## config.mk

```make
export PLATFORM = sky130hd
export DESIGN_NAME = htif_responder_flat
export DESIGN_NICKNAME = d
export VERILOG_FILES = /design/src/rtl/htif_responder_if.sv /design/src/rtl/htif_responder.sv /design/src/flat_wrapper.sv
export SDC_FILE = /design/constraint.sdc
export NUM_CORES = 1
export LEC_CHECK = 0
export CORE_MARGIN = 10
export CORE_UTILIZATION = 63
export DETAILED_ROUTE_END_ITERATION = 8
export DONT_BUFFER_PORTS = 1
export HOLD_SLACK_MARGIN = 0.1
export PLACE_DENSITY = 0.79
export REMOVE_ABC_BUFFERS = 1
export SYNTH_ARGS = -nofsm -noshare
export SYNTH_HDL_FRONTEND = slang
export SYNTH_SLANG_ARGS = --single-unit
```

## constraint.sdc

```tcl
create_clock -name clk -period 2.5 [get_ports clk]
set_input_delay 0.125 -clock clk [delete_from_list [all_inputs] [get_ports clk]]
set_output_delay 0.125 -clock clk [all_outputs]
set_load 0.01 [all_outputs]
```

## src/rtl/htif_responder_if.sv

```systemverilog
// Data-bus interface between the core and the htif_responder.
// The core drives requests through "master".
// The responder answers them through "slave".
interface htif_responder_if;
    logic        req_valid;
    logic        req_ready;
    logic        req_we;
    logic [31:0] req_addr;
    logic [31:0] req_wdata;
    logic [3:0]  req_wstrb;
    logic        resp_valid;
    logic        resp_ready;
    logic [31:0] resp_rdata;
    logic        resp_err;

    modport master (
        output req_valid, req_we, req_addr, req_wdata, req_wstrb, resp_ready,
        input  req_ready, resp_valid, resp_rdata, resp_err
    );

    modport slave (
        input  req_valid, req_we, req_addr, req_wdata, req_wstrb, resp_ready,
        output req_ready, resp_valid, resp_rdata, resp_err
    );
endinterface

```

## src/rtl/htif_responder.sv

```systemverilog
// htif_responder: memory-mapped TOHOST/FROMHOST responder with riscv-tests
// completion decoding and a RUN-state watchdog.
// Optional build macro HTIF_CYCLE_CNT_EN adds a free-running cycle counter.
// The counter value is captured when a terminal state is entered, driven on
// cycle_count, and readable at TOHOST_ADDR+8.
module htif_responder #(
    parameter logic [31:0] TOHOST_ADDR    = 32'h80001000,
    parameter logic [31:0] FROMHOST_ADDR  = 32'h80001040,
    parameter int          TIMEOUT_CYCLES = 5000,
    parameter int          CNT_W          = 32
) (
    input  logic              clk,
    input  logic              rst,          // asynchronous, active-low
    htif_responder_if.slave   bus,
    output logic              done,
    output logic              pass,
    output logic [30:0]       fail_num,
    output logic              timeout
`ifdef HTIF_CYCLE_CNT_EN
    ,
    output logic [CNT_W-1:0]  cycle_count
`endif
);

    typedef enum logic [1:0] {ST_RUN, ST_PASS, ST_FAIL, ST_TIMEOUT} state_t;

    localparam logic [29:0]      TOHOST_W   = TOHOST_ADDR[31:2];
    localparam logic [29:0]      FROMHOST_W = FROMHOST_ADDR[31:2];
    localparam logic [CNT_W-1:0] WD_LAST    = CNT_W'(TIMEOUT_CYCLES - 1);

    state_t            state_q;
    logic [CNT_W-1:0]  watchdog_q;
    logic              done_q, pass_q, timeout_q;
    logic [30:0]       fail_num_q;
    logic [31:0]       tohost_q, fromhost_q;
    logic              ack_pending_q;
    logic              resp_valid_q, resp_err_q;
    logic [31:0]       resp_rdata_q;

    logic        accept;
    logic        hit_to, hit_fr, hit_any;
    logic        to_wr, fr_wr;
    logic [31:0] to_merged, fr_merged;
    logic        in_run, wr_pass, wr_fail, wr_sys, wd_expire, enter_term;
    logic [31:0] rdata_d;
    logic        err_d;

    // Address bits [1:0] are deliberately ignored by the word decode.
    logic unused_addr_lsb;
    assign unused_addr_lsb = &{1'b0, bus.req_addr[1:0]};

    assign bus.req_ready  = !resp_valid_q | bus.resp_ready;
    assign bus.resp_valid = resp_valid_q;
    assign bus.resp_rdata = resp_rdata_q;
    assign bus.resp_err   = resp_err_q;

    assign done     = done_q;
    assign pass     = pass_q;
    assign fail_num = fail_num_q;
    assign timeout  = timeout_q;

    assign accept = bus.req_valid & bus.req_ready;
    assign hit_to = (bus.req_addr[31:2] == TOHOST_W);
    assign hit_fr = (bus.req_addr[31:2] == FROMHOST_W);

`ifdef HTIF_CYCLE_CNT_EN
    logic [CNT_W-1:0] cyc_q, cyc_cap_q;
    logic             hit_cc;
    assign hit_cc      = (bus.req_addr[31:2] == TOHOST_W + 30'd2);
    assign hit_any     = hit_to | hit_fr | hit_cc;
    assign cycle_count = cyc_cap_q;
`else
    assign hit_any = hit_to | hit_fr;
`endif

    // Byte-lane merge of store data into the current register contents.
    genvar gi;
    generate
        for (gi = 0; gi < 4; gi++) begin : g_merge
            assign to_merged[8*gi +: 8] = bus.req_wstrb[gi] ? bus.req_wdata[8*gi +: 8]
                                                            : tohost_q[8*gi +: 8];
            assign fr_merged[8*gi +: 8] = bus.req_wstrb[gi] ? bus.req_wdata[8*gi +: 8]
                                                            : fromhost_q[8*gi +: 8];
        end
    endgenerate

    assign to_wr = accept & bus.req_we & hit_to;
    assign fr_wr = accept & bus.req_we & hit_fr;

    // Completion protocol decode of the merged tohost value; only acted on in RUN.
    assign in_run     = (state_q == ST_RUN);
    assign wr_pass    = in_run & to_wr & (to_merged == 32'd1);
    assign wr_fail    = in_run & to_wr & to_merged[0] & (to_merged != 32'd1);
    assign wr_sys     = in_run & to_wr & ~to_merged[0] & (to_merged != 32'd0);
    assign wd_expire  = in_run & (watchdog_q == WD_LAST);
    assign enter_term = wr_pass | wr_fail | wd_expire;

    // Load data / miss flag for the request being accepted this cycle.
    always_comb begin
        rdata_d = 32'd0;
        err_d   = !hit_any;
        if (!bus.req_we) begin
            if (hit_to)      rdata_d = tohost_q;
            else if (hit_fr) rdata_d = fromhost_q;
`ifdef HTIF_CYCLE_CNT_EN
            else if (hit_cc) rdata_d = 32'(cyc_cap_q);
`endif
        end
    end

    // Response register: load on accept, hold until the core takes it.
    always_ff @(posedge clk or negedge rst) begin
        if (!rst) begin
            resp_valid_q <= 1'b0;
            resp_rdata_q <= 32'd0;
            resp_err_q   <= 1'b0;
        end else if (accept) begin
            resp_valid_q <= 1'b1;
            resp_rdata_q <= rdata_d;
            resp_err_q   <= err_d;
        end else if (bus.resp_ready) begin
            resp_valid_q <= 1'b0;
        end
    end

    // Host registers; a syscall auto-ack overrides a same-cycle core write.
    always_ff @(posedge clk or negedge rst) begin
        if (!rst) begin
            tohost_q      <= 32'd0;
            fromhost_q    <= 32'd0;
            ack_pending_q <= 1'b0;
        end else begin
            if (to_wr) tohost_q <= to_merged;
            if (ack_pending_q)  fromhost_q <= 32'd1;
            else if (fr_wr)     fromhost_q <= fr_merged;
            ack_pending_q <= wr_sys;
        end
    end

    // Completion FSM with registered status flags; terminal states are sticky.
    always_ff @(posedge clk or negedge rst) begin
        if (!rst) begin
            state_q    <= ST_RUN;
            watchdog_q <= '0;
            done_q     <= 1'b0;
            pass_q     <= 1'b0;
            timeout_q  <= 1'b0;
            fail_num_q <= 31'd0;
        end else begin
            case (state_q)
                ST_RUN: begin
                    if (wr_pass) begin
                        state_q <= ST_PASS;
                        done_q  <= 1'b1;
                        pass_q  <= 1'b1;
                    end else if (wr_fail) begin
                        state_q    <= ST_FAIL;
                        done_q     <= 1'b1;
                        fail_num_q <= to_merged[31:1];
                    end else if (wd_expire) begin
                        state_q   <= ST_TIMEOUT;
                        done_q    <= 1'b1;
                        timeout_q <= 1'b1;
                    end else begin
                        watchdog_q <= watchdog_q + 1'b1;
                    end
                end
                default: state_q <= state_q;
            endcase
        end
    end

`ifdef HTIF_CYCLE_CNT_EN
    // Free-running cycle counter, snapshotted on entry to a terminal state.
    always_ff @(posedge clk or negedge rst) begin
        if (!rst) begin
            cyc_q     <= '0;
            cyc_cap_q <= '0;
        end else begin
            cyc_q <= cyc_q + 1'b1;
            if (enter_term) cyc_cap_q <= cyc_q;
        end
    end
`endif

endmodule
```

## src/flat_wrapper.sv

```systemverilog
// flat-port wrapper written by rule: the top's interface ports become plain ports
module htif_responder_flat 
#(
    parameter logic [31:0] TOHOST_ADDR    = 32'h80001000,
    parameter logic [31:0] FROMHOST_ADDR  = 32'h80001040,
    parameter int          TIMEOUT_CYCLES = 5000,
    parameter int          CNT_W          = 32
)
  (clk, rst, done, pass, fail_num, timeout, bus_req_valid, bus_req_we, bus_req_addr, bus_req_wdata, bus_req_wstrb, bus_resp_ready, bus_req_ready, bus_resp_valid, bus_resp_rdata, bus_resp_err);
  htif_responder_if bus_i ();
  input  logic clk;
  input  logic rst;
  output logic done;
  output logic pass;
  output logic [30:0] fail_num;
  output logic timeout;
  input wire logic [$bits(bus_i.req_valid)-1:0] bus_req_valid;
  input wire logic [$bits(bus_i.req_we)-1:0] bus_req_we;
  input wire logic [$bits(bus_i.req_addr)-1:0] bus_req_addr;
  input wire logic [$bits(bus_i.req_wdata)-1:0] bus_req_wdata;
  input wire logic [$bits(bus_i.req_wstrb)-1:0] bus_req_wstrb;
  input wire logic [$bits(bus_i.resp_ready)-1:0] bus_resp_ready;
  output wire logic [$bits(bus_i.req_ready)-1:0] bus_req_ready;
  output wire logic [$bits(bus_i.resp_valid)-1:0] bus_resp_valid;
  output wire logic [$bits(bus_i.resp_rdata)-1:0] bus_resp_rdata;
  output wire logic [$bits(bus_i.resp_err)-1:0] bus_resp_err;
  assign bus_i.req_valid = bus_req_valid;
  assign bus_i.req_we = bus_req_we;
  assign bus_i.req_addr = bus_req_addr;
  assign bus_i.req_wdata = bus_req_wdata;
  assign bus_i.req_wstrb = bus_req_wstrb;
  assign bus_i.resp_ready = bus_resp_ready;
  assign bus_req_ready = bus_i.req_ready;
  assign bus_resp_valid = bus_i.resp_valid;
  assign bus_resp_rdata = bus_i.resp_rdata;
  assign bus_resp_err = bus_i.resp_err;
  htif_responder #(.TOHOST_ADDR(TOHOST_ADDR), .FROMHOST_ADDR(FROMHOST_ADDR), .TIMEOUT_CYCLES(TIMEOUT_CYCLES), .CNT_W(CNT_W)) u_core (.clk(clk), .rst(rst), .bus(bus_i), .done(done), .pass(pass), .fail_num(fail_num), .timeout(timeout));
endmodule
```

==> results.md <==
* Psw at 1.12 mW
* Crit path kind: reg -> reg
* CP max stage cell: dlygate4sd3_1
* Routed WL at around 20 mm
* Clock power frac at just under 50%
* Tcrit/Tclk final at 95.2%
* Share of the synthesized area in the top cell type at 54.7%
* Worst setup EP type: flip-flop
* DR vias/cell at around 6.4
* Root Buffer: clkbuf_16
* Clk_skew at about 10 ps
* Number of clock sinks at ~170
* Post-synth EDFFs at 0
* Slew margin rel. at 58.9%
* Achievable Freq at approximately 420 MHz
* Row cnt at 40
* Ys Warns at 0
* Top post-synthesis cells by area: dfrtp_1 (55%), mux2_2 (8.7%), nand2_1 (6.5%), mux2_4 (4.9%), a22oi_1 (3.4%)
* FF-to-FF Start: u_core.bus.resp_valid
* H-Tree Depth at 4
* Layout cell share with drive strength beyond 1 at 20.1%
* Flop pwr share at about half
* IO Pins at 142
* Final Core Density at between 70% and 80%
* Setup repair after global routing missed its margin: no
* Worst slack, placed at ~170 ps
* Count leader, synth: dfrtp_1
* Clock-pin slew on the worst setup and hold paths at 60 ps
* Worst-Skew Late Latency at about 430 ps
* Final setup vio count at 0
* MaxCap Viol Count at 0
* Synthesized flop and latch total at roughly 170
* Initial antenna violation count at 0
* Max Buffers Root-to-Sink at 2
* CP Buf/Inv Count at 1
* Max Slew Vio Count at 0
* Outcome: finished with violations
* DIE HEIGHT at between 100 and 150 um
* Total via count in the routed design at ~5.7k
* Met1 Resource Use GR at 29.2%
* Final net count at 806
* Register area share after synthesis at 54.7%
* Async set-reset flop share out of synthesis at between 90% and 100%
* Drt drc at 0
* Worst hold margin at -610 ps
* CP cell instances: nand2b_2 -> nand3_1 -> nor4_4 -> nand2_2 -> dlygate4sd3_1 -> mux2_2
* Hold buffer count at cts at 49
* GRT Util Overall at 24.6%
* GR Util met3 at 6.98%
* Critical Path Source Type: flip-flop
* Most instantiated cells after synthesis: dfrtp_1 (167), nand2_1 (132), mux2_2 (59)
* Max VDD drop at around 380 uV
* Crit path DAT at 2690 ps
* Max FO, Critical Path at 8
* Worst hold path class: in -> async
* Pwr dens at ~630 nW/um^2
* Least-Margin Pin Slew at approximately 620 ps
* WP data required at between 2000 and 3000 ps
* Design Area, Final at around 9000 um^2
* Critical Path Source: u_core.bus.resp_valid
* Post-synthesis cell type count at 45
* Total CTS buffers at 17
* Area delta synth->final at 17.4%
* CP max stage delay at 630 ps
* Setup WS post-layout at 119 ps
* Hold Vio Cnt, Final at between 150 and 200
* Crit path max-delay family: simple AND/OR/NAND/NOR gates
* Yosys top cell by area: dfrtp_1
* 1st-iter DRT viols at a little over 600
* DIE WIDTH at approximately 130 um
* Core Area at about 12000 um^2
* Mapped Cells at 674
* Post-place instance area at approximately 7800 um^2
* First-pass GRT wire length at between 30 and 40 mm
* Gp weighted congestion at between 0.8 and 0.9
* Fin crit period at ~2400 ps
* Mapped Area at between 7000 and 8000 um^2
* Avg WL per Cell at roughly 23 um
* Dominant synthesized flop cell: dfrtp_1
* Busiest grt layer: met2
* Logic pwr share at slightly above 3%
* Initial core utilization at a little under two thirds
* CTS tree: yes
* Grt met2 use at roughly two fifths
* Net Sw Frac at between 20% and 30%
* Crit path depth at 6
* P_leak at 4.37 nW
* Antenna Cells at 0
* Port bufs at 0
* Detail Placement HPWL at ~13 mm
* Vias in the first global route at about 6.1k
* FF-to-FF path depth at 6
* Inst Count DP at about 800
* Initial DRT Pass Iterations at 5
* Die area at 16900 um^2
* Largest net degree at the start of global routing at approximately 170
* Failing checks: hold timing
* Remaining antenna violation count at 0
* GRT overflow at 0
* Avg Cell Area, Syn at about 11 um^2
* Final non-filler cell total at just under 900
* Int Power at ~4.5 mW
## cell families (layout without fill, tap and decap cells)
kind of cell | after synthesis | after routing | synth area share (%)
AND/OR/NAND/NOR | 263 | 263 | 16.7
flip-flops | 167 | 167 | 54.7
multiplexers | 103 | 103 | 16.1
AO/OA/AOI/OAI | 71 | 71 | 6.21
buffers and inverters | 38 | 107 | 2.55
XOR/XNOR | 31 | 31 | 3.55
adder cells (fa/ha/maj) | 1 | 1 | 0.164
## cell usage in the layout, fill, tap and decap left out, types with 4 or more instances in the layout
cell type and instances:
clkbuf_8 5, nor2_1 29, buf_4 16, xor2_1 17
a22oi_1 35, inv_1 10, a21oi_1 25, nor4_1 12
nor3_1 18, nand2_1 132, and3_1 12, xnor2_1 14
dlygate4sd3_1 46, nand4_1 9, nor3b_1 5, dfrtp_1 167
clkbuf_16 17, mux2i_1 17, mux2_2 59, nand3_1 17
nand2_2 4, mux2_4 25
## state kept, by name, summed over array words and instances, names as in the netlist
| signal | flops |
|---|---|
| u_core.watchdog_q | 32 |
| u_core.bus.resp_rdata | 32 |
| u_core.fromhost_q | 32 |
| u_core.fail_num | 31 |
| u_core.tohost_q | 32 |
| u_core.state_q | 2 |
| u_core.pass | 1 |
| u_core.timeout | 1 |
| u_core.ack_pending_q | 1 |
| u_core.bus.resp_err | 1 |
| u_core.bus.resp_valid | 1 |
| u_core.done | 1 |
## metal layers
| layer | vias up | wire, um |
|---|---|---|
| li1 | 2487 | - |
| met1 | 2863 | 7600 |
| met2 | 284 | 10200 |
| met3 | 54 | 1910 |
| met4 | 0 | 616 |
| met5 | - | 0 |
## through the flow
step	TNS (ps)	power (mW)
CTS	0	5.62
finish	0	5.61
floorplan	-59810	2.83
global route	0	5.78
detailed placement	0	2.85
global placement	0	2.84
## power by group through the flow
stage               registers [mW]  logic (mW)  clock network (mW)
floorplan                     2.76      0.0663                   0
global placement              2.76      0.0832                   0
detailed placement            2.76      0.0854                   0
CTS                           2.71       0.166                2.74
global route                  2.71       0.182                2.89
finish                        2.71       0.173                2.73
## cell type report
cell class                 count  area (um^2)
sequential                   167         4180
tap                          147          184
multi-input combinational    469         3290
timing repair buffer          67          658
fill                         757         2990
clock buffer                  23          498
clock inverter                 7          118
inverter                      10         37.5
## what timing repair did
item                                    in CTS  in global routing
gates resized for setup                      0                  5
endpoints found under the setup margin       0                 36
buffers inserted                             0                  2
endpoints found under the hold margin      265                167
## final timing paths
check	slack, ps	end
hold reg to reg	490	u_core.watchdog_q[17]
setup / recovery	120	u_core.tohost_q[27]
min in group clk	120	u_core.fromhost_q[0]
max in group asynchronous	2930	u_core.state_q[0]
hold / removal	-610	u_core.bus.resp_rdata[29]
setup reg to reg	120	u_core.tohost_q[27]
## worst register-to-register path, cell delays in order (launching register included)
cell and delay [ps]:
dfrtp_1 430, nand2b_2 170, nand3_1 160, nor4_4 370
nand2_2 220, dlygate4sd3_1 640, mux2_2 280
No activity file was read; power rests on OpenSTA's default activity.
